File: config.mk
export PLATFORM = sky130hd
export DESIGN_NAME = lock_sequencer
export DESIGN_NICKNAME = d
export VERILOG_FILES = /design/src/rtl/lock_pkg.sv /design/src/rtl/digit_entry_buffer.sv /design/src/rtl/lock_sequencer.sv
export SDC_FILE = /design/constraint.sdc
export NUM_CORES = 1
export LEC_CHECK = 0
export ABC_AREA = 1
export ABC_CLOCK_PERIOD_IN_PS = 3600
export CAP_MARGIN = 0
export CORE_ASPECT_RATIO = 0.6
export CORE_UTILIZATION = 30
export DETAILED_ROUTE_END_ITERATION = 10
export PLACE_DENSITY_LB_ADDON = 0.05
export SYNTH_ARGS = -nofsm -noshare
export SYNTH_HDL_FRONTEND = slang
export SYNTH_SLANG_ARGS = --single-unit
export TNS_END_PERCENT = 30
File: constraint.sdc
create_clock -name clk_i -period 3.6 [get_ports clk_i]
set_clock_uncertainty 0.15 [all_clocks]
set_input_delay 0.54 -clock clk_i [delete_from_list [all_inputs] [get_ports clk_i]]
set_output_delay 0.54 -clock clk_i [all_outputs]
set_load 0.02 [all_outputs]
File: src/rtl/lock_pkg.sv
// Shared state encoding, default timing constants and entry-buffer types
// for the electronic lock sequencer.
package lock_pkg;

  typedef enum logic [2:0] {
    ST_IDLE      = 3'd0,
    ST_VERIFY    = 3'd1,
    ST_EVAL      = 3'd2,
    ST_UNLOCKED  = 3'd3,
    ST_CHG_REQ   = 3'd4,
    ST_CHG_ACK   = 3'd5,
    ST_CHG_ENTRY = 3'd6,
    ST_LOCKOUT   = 3'd7
  } state_e;

  // Defaults assume a 125 MHz clock: 5 s open window, 30 s lockout.
  localparam int unsigned DEF_UNLOCK_CYCLES  = 32'd625_000_000;
  localparam int unsigned DEF_LOCKOUT_CYCLES = 32'd3_750_000_000;
  localparam int unsigned DEF_MAX_FAILS      = 32'd3;
  localparam int unsigned DEF_TMR_W          = 32'd32;

  localparam int unsigned DIGITS  = 4;
  localparam int unsigned BCD_W   = 4;
  localparam int unsigned CNT_W   = 3;
  localparam int unsigned FAIL_W  = 3;
  localparam int unsigned STATE_W = 3;

  // bcd3 holds the first digit entered, bcd0 the most recent.
  typedef struct packed {
    logic [BCD_W-1:0] d3;
    logic [BCD_W-1:0] d2;
    logic [BCD_W-1:0] d1;
    logic [BCD_W-1:0] d0;
  } bcd_buf_t;

  function automatic logic is_bcd(input logic [BCD_W-1:0] d);
    return d <= BCD_W'(9);
  endfunction

endpackage

File: src/rtl/digit_entry_buffer.sv
// Four-digit BCD shift buffer with a 0..4 fill counter; drops non-BCD digits
// and digits arriving once the buffer is full.
module digit_entry_buffer
  import lock_pkg::*;
(
  input  logic             clk_i,
  input  logic             rst_i,
  input  logic             clear_i,
  input  logic             shift_i,
  input  logic [BCD_W-1:0] digit_i,
  output bcd_buf_t         buf_o,
  output logic [CNT_W-1:0] count_o
);

  bcd_buf_t         buf_q, buf_d;
  logic [CNT_W-1:0] cnt_q, cnt_d;
  logic             accept;

  assign accept = shift_i && (cnt_q < CNT_W'(DIGITS)) && is_bcd(digit_i);

  // Clear wins over a shift presented in the same cycle.
  always_comb begin
    buf_d = buf_q;
    cnt_d = cnt_q;
    if (clear_i) begin
      buf_d = '0;
      cnt_d = '0;
    end else if (accept) begin
      buf_d = {buf_q.d2, buf_q.d1, buf_q.d0, digit_i};
      cnt_d = cnt_q + CNT_W'(1);
    end
  end

  always_ff @(posedge clk_i) begin
    if (rst_i) begin
      buf_q <= '0;
      cnt_q <= '0;
    end else begin
      buf_q <= buf_d;
      cnt_q <= cnt_d;
    end
  end

  assign buf_o   = buf_q;
  assign count_o = cnt_q;

endmodule

File: src/rtl/lock_sequencer.sv
// Top-level lock FSM: keypad entry, verify/commit strobes to the password
// manager, unlocked window, password-change handshake and failure lockout.
module lock_sequencer
  import lock_pkg::*;
#(
  parameter int unsigned UNLOCK_CYCLES  = DEF_UNLOCK_CYCLES,
  parameter int unsigned LOCKOUT_CYCLES = DEF_LOCKOUT_CYCLES,
  parameter int unsigned MAX_FAILS      = DEF_MAX_FAILS,
  parameter int unsigned TMR_W          = DEF_TMR_W
) (
  input  logic               clk_i,
  input  logic               rst_i,
  input  logic               digit_valid_i,
  input  logic [BCD_W-1:0]   digit_i,
  input  logic               btn_enter_i,
  input  logic               btn_clear_i,
  input  logic               btn_change_i,
  input  logic               pm_match_i,
  input  logic               pm_change_mode_i,
  output logic [BCD_W-1:0]   bcd0_o,
  output logic [BCD_W-1:0]   bcd1_o,
  output logic [BCD_W-1:0]   bcd2_o,
  output logic [BCD_W-1:0]   bcd3_o,
  output logic               confirm_fullpass_o,
  output logic               change_pass_o,
  output logic [CNT_W-1:0]   digit_count_o,
  output logic               unlocked_o,
  output logic               alarm_o,
  output logic               change_active_o,
  output logic [FAIL_W-1:0]  fail_count_o,
  output logic [STATE_W-1:0] state_dbg_o
);

  localparam logic [TMR_W-1:0]  UNLOCK_LOAD  = TMR_W'(UNLOCK_CYCLES - 1);
  localparam logic [TMR_W-1:0]  LOCKOUT_LOAD = TMR_W'(LOCKOUT_CYCLES - 1);
  localparam logic [FAIL_W-1:0] FAIL_LIMIT   = FAIL_W'(MAX_FAILS);

  state_e            state_q, state_d;
  logic [TMR_W-1:0]  timer_q, timer_d;
  logic [TMR_W-1:0]  timer_dec;
  logic [FAIL_W-1:0] fail_q, fail_d;
  logic              commit_q, commit_d;
  logic              confirm_q, change_q, unlocked_q, alarm_q, active_q;

  logic              buf_clear, buf_shift, buf_full;
  bcd_buf_t          entry_buf;
  logic [CNT_W-1:0]  entry_cnt;

  digit_entry_buffer u_buf (
    .clk_i   (clk_i),
    .rst_i   (rst_i),
    .clear_i (buf_clear),
    .shift_i (buf_shift),
    .digit_i (digit_i),
    .buf_o   (entry_buf),
    .count_o (entry_cnt)
  );

  assign buf_full  = (entry_cnt == CNT_W'(DIGITS));
  assign timer_dec = (timer_q == '0) ? timer_q : timer_q - TMR_W'(1);

  // Next-state logic. The commit cycle reuses the VERIFY encoding; commit_q
  // tells it apart so it returns to IDLE instead of evaluating a match.
  always_comb begin
    state_d   = state_q;
    timer_d   = timer_q;
    fail_d    = fail_q;
    commit_d  = commit_q;
    buf_clear = 1'b0;
    buf_shift = 1'b0;
    unique case (state_q)
      ST_IDLE: begin
        if (pm_change_mode_i) begin
          state_d = ST_CHG_ENTRY;
        end else if (btn_enter_i && buf_full) begin
          state_d  = ST_VERIFY;
          commit_d = 1'b0;
        end else if (btn_clear_i) begin
          buf_clear = 1'b1;
        end else if (digit_valid_i) begin
          buf_shift = 1'b1;
        end
      end
      ST_VERIFY: begin
        if (commit_q) begin
          state_d   = ST_IDLE;
          commit_d  = 1'b0;
          buf_clear = 1'b1;
        end else begin
          state_d = ST_EVAL;
        end
      end
      ST_EVAL: begin
        buf_clear = 1'b1;
        if (pm_match_i) begin
          fail_d  = '0;
          timer_d = UNLOCK_LOAD;
          state_d = ST_UNLOCKED;
        end else begin
          fail_d = fail_q + FAIL_W'(1);
          if (fail_d == FAIL_LIMIT) begin
            timer_d = LOCKOUT_LOAD;
            state_d = ST_LOCKOUT;
          end else begin
            state_d = ST_IDLE;
          end
        end
      end
      ST_UNLOCKED: begin
        timer_d = timer_dec;
        if (timer_q == '0) begin
          state_d = ST_IDLE;
        end else if (btn_clear_i) begin
          state_d = ST_IDLE;
        end else if (btn_change_i) begin
          state_d = ST_CHG_REQ;
        end
      end
      ST_CHG_REQ: begin
        timer_d = timer_dec;
        state_d = ST_CHG_ACK;
      end
      ST_CHG_ACK: begin
        // The open window keeps counting down while the manager answers.
        timer_d = timer_dec;
        if (pm_change_mode_i) begin
          state_d   = ST_CHG_ENTRY;
          buf_clear = 1'b1;
        end else begin
          state_d = ST_UNLOCKED;
        end
      end
      ST_CHG_ENTRY: begin
        if (btn_enter_i && buf_full) begin
          state_d  = ST_VERIFY;
          commit_d = 1'b1;
        end else if (btn_clear_i) begin
          buf_clear = 1'b1;
        end else if (digit_valid_i) begin
          buf_shift = 1'b1;
        end
      end
      ST_LOCKOUT: begin
        timer_d = timer_dec;
        if (timer_q == '0) begin
          fail_d  = '0;
          state_d = ST_IDLE;
        end
      end
      default: state_d = ST_IDLE;
    endcase
  end

  // State, timer and registered outputs decoded from the next state.
  always_ff @(posedge clk_i) begin
    if (rst_i) begin
      state_q    <= ST_IDLE;
      timer_q    <= '0;
      fail_q     <= '0;
      commit_q   <= 1'b0;
      confirm_q  <= 1'b0;
      change_q   <= 1'b0;
      unlocked_q <= 1'b0;
      alarm_q    <= 1'b0;
      active_q   <= 1'b0;
    end else begin
      state_q    <= state_d;
      timer_q    <= timer_d;
      fail_q     <= fail_d;
      commit_q   <= commit_d;
      confirm_q  <= (state_d == ST_VERIFY);
      change_q   <= (state_d == ST_CHG_REQ);
      unlocked_q <= (state_d == ST_UNLOCKED);
      alarm_q    <= (state_d == ST_LOCKOUT);
      active_q   <= (state_d == ST_CHG_ENTRY);
    end
  end

  assign bcd0_o             = entry_buf.d0;
  assign bcd1_o             = entry_buf.d1;
  assign bcd2_o             = entry_buf.d2;
  assign bcd3_o             = entry_buf.d3;
  assign digit_count_o      = entry_cnt;
  assign confirm_fullpass_o = confirm_q;
  assign change_pass_o      = change_q;
  assign unlocked_o         = unlocked_q;
  assign alarm_o            = alarm_q;
  assign change_active_o    = active_q;
  assign fail_count_o       = fail_q;
  assign state_dbg_o        = STATE_W'(state_q);

endmodule

==> out/qor.csv <==
stage,metric,value,unit
outcome,status,"finished, final reports clean",
worst_setup_path,critPathKind,reg -> reg,
placed_design,port_buffers,41,
synthesis,muxShareOfSynthArea,0,%
timing,finalCritPeriodShare,73.4,%
cts,insertion_delay,0.34,ns
cts,clock-sinks,63,
routing,viasPerCell,4.71,
cts,cts_tree,built,
timing,rsz0062_at_grt,no,
cts,cts_resized,0,
routing,finalWirelength,10.1,mm
power,ir_worst_vdd,0.362,mV
global_route,antenna_found_initial,0,
cts,cts_root_buffer,clkbuf_16,
floorplan,core,0.0113,mm²
floorplan,die_w,141,µm
routing,remaining_drc_errors,0,
synthesis,synthTopCellsByArea,"dfxtp_1 36%, nand2_1 16%, nor2_1 8.6%",
synthesis,ys_types,37,
hold_path,holdCritStartpoint,u_buf.buf_o[12],
synthesis,synth_compound_area_share,14.7,%
synthesis,yosys.area.top_type_share,36.2,%
synthesis,ys_dominant_reg_cell,dfxtp_1,
global_route,grt_pass1_wl,16.3,mm
synthesis,netlist_instances,523,
timing,timing.final.hold_violations,0,
synthesis,syn-num-nets,540,
synthesis,synth_area_leader_cell,dfxtp_1,
worst_setup_path,worstPathArrival,2.72,ns
timing,setup_viol,0,
layout,synthToLayoutAreaGrowth,25.1,%
placed_design,hpwl,7.24,mm
routing,dr.pass1.iters,5,
routing,drt_iter0_markers,260,
cts,cts_htree_levels,3,
synthesis,yosysWarnings,0,
floorplan,die_h,85.5,µm
cts,clk_pin_slew,0.06,ns
synthesis,ys_async_sr_fraction,0,%
hold_path,holdPathEnd,u_buf.buf_o[12],
timing,worst_pin_slew,0.786,ns
layout,fin_nets,581,
layout,final_core_util,38.6,%
synthesis,synth_xor_xnor_area_share,3.27,%
routing,antenna_left,0,
timing,final_max_slew_viol_count,0,
worst_setup_path,rr_endpoint,timer_q[19],
synthesis,ys_top_cells_by_count,"144 x nand2_1, 80 x nor2_1, 63 x dfxtp_1",
routing,vias,3435,
worst_setup_path,setup.worst_path.start,timer_q[0],
cts,post_cts_buffers,0,
run,maxCapViolCount,0,
layout,final_layout_size_suffix_gt1_share,9.14,%
placed_design,gp_congestion,0.853,
layout,num-fill-cells,1194,
floorplan,initial_core_util,30.9,%
floorplan,die_area,0.0121,mm²
floorplan,rows,30,
cts,cts_max_path_buffers,2,
timing,fmax,378,MHz
synthesis,avgSynthCellArea,6.67,µm²
synthesis,synth_top_family_by_area,simple AND/OR/NAND/NOR gates,
worst_setup_path,cp.required,3.68,ns
global_route,grt_pass1_vias,3157,
routing,wire_per_inst,13.8,µm
worst_setup_path,cp-end-kind,flip-flop,
layout,design_area,0.00436,mm²
synthesis,synthesis.area,0.00349,mm²
global_route,grt_max_degree,31,
hold_path,min_path_cells,2,
worst_setup_path,r2r_cells,10,
cts,cts_buffers,9,
placed_design,place_inst,713,
worst_setup_path,critPathMaxFanout,21,
synthesis,synth-seq-cells,63,
timing,fin_tns_setup,0,ns
placed_design,placed_area,0.00403,mm²
global_route,grt_remaining_overflow,0,
cts,cts.hold.buffers_added,0,
layout,stdcell_count,729,
timing,max-slew-margin-rel,47.5,%
power,pwr_density_cell,955,mW/mm²
layout,diodes,0,
timing,min_period,2.64,ns
synthesis,synthAdderAreaFrac,1.79,%
worst_setup_path,timing.rr.start,timer_q[0],
synthesis,synth.most_common_cell,nand2_1,
worst_setup_path,reg2reg_slack,0.96,ns
synthesis,ys_seq_area_share,36.2,%
power,leakagePower,1.70,nW
synthesis,synth_simple_gate_area_share,37.6,%
floorplan,ioPinCount,42,
worst_setup_path,worst_setup_path_start_kind,flip-flop,
global_route,grt_util_all_layers,17.5,%
hold_path,hold_path_class,reg -> reg,
synthesis,synth_edf_count,0,
critical path: stages (launching register included):
cell and delay, ns:
dfxtp_1 0.32, inv_1 0.13, ha_1 0.22, nand2_2 0.11, nor2_4 0.27, nand2_4 0.11, o21ai_2 0.23, nand2_1 0.51
nand2_1 0.24, xor2_1 0.18, nor2_1 0.05
power breakdown:
group          leakage, nW  internal (mW)  switching (mW)
Sequential           0.514          0.858           0.185
Clock                0.157          0.614           0.353
Combinational         1.02          0.690            1.46
per-stage QoR:
step | hold slack [ns] | worst slack [ns] | power, mW
detailed placement | 0.307 | 0.862 | 3.20
finish | 0.310 | 0.957 | 4.16
global placement | 0.298 | 0.894 | 3.20
floorplan | 0.300 | 1.71 | 2.66
global route | 0.332 | 0.750 | 4.54
CTS | 0.316 | 0.952 | 4.19
how the worst max path moves through the flow:
stage                              to  slack (ns)  cells past startpoint
after CTS                 timer_q[19]        0.95                     10
after global placement    timer_q[19]        0.89                      8
after detailed placement  timer_q[19]        0.86                      8
after global routing       timer_q[6]        0.75                      9
after floorplan           timer_q[17]        1.71                     10
final                     timer_q[19]        0.96                     10
metal layers:
layer / part of all wire (%) / GRT usage, % / up-vias
met5: 0 / 0 / -
met4: 0.88 / 4.45 / 0
met3: 5.3 / 3.85 / 10
met2: 38 / 23.9 / 90
met1: 56 / 27.1 / 1545
li1: - / - / 1790
layout make-up:
| cell class | instances | area (µm²) | area share (%) |
|---|---|---|---|
| inverter | 39 | 146 | 3.36 |
| sequential | 63 | 1260 | 28.9 |
| timing repair buffer | 43 | 425 | 9.75 |
| tap | 160 | 200 | 4.59 |
| clock buffer | 9 | 225 | 5.16 |
| multi-input combinational | 408 | 2000 | 45.9 |
| clock inverter | 7 | 103 | 2.35 |
flip-flops by register name, summed over array words and instances (netlist names):
name                count
alarm_o                 1
change_active_o         1
change_pass_o           1
commit_q                1
confirm_fullpass_o      1
fail_count_o            3
state_dbg_o             3
timer_q                32
u_buf.buf_o            16
u_buf.count_o           3
unlocked_o              1
layout by cell type, fill, tap and decap left out, types with 2 or more instances in the layout:
cell type        count
nor2_4               5
nor2_1              80
inv_6                3
nand2_1            144
nor2_2              10
inv_1               33
xor2_1               6
xnor2_1              7
o21ai_1              3
nand2_2              6
dfxtp_1             63
a21oi_1             56
inv_2                6
o21bai_1             2
buf_4                2
o21ai_2              2
clkbuf_16            9
or2_0                2
ha_1                 5
nand3_1             23
o21ai_0             24
nand4_1             11
clkdlybuf4s50_1     41
bufinv_16            2
nor3_1               4
nand3b_1             6
logic make-up (layout without fill, tap and decap cells):
| kind of cell | after synthesis | count (layout) |
|---|---|---|
| DFF | 63 | 63 |
| AOI/OAI and AO/OA | 94 | 94 |
| xor gates and xnor gates | 13 | 13 |
| buffers and inverters | 52 | 98 |
| adders and majority gates | 5 | 5 |
| and+or+nand+nor | 296 | 296 |
Power figures use the tool's default switching activity.
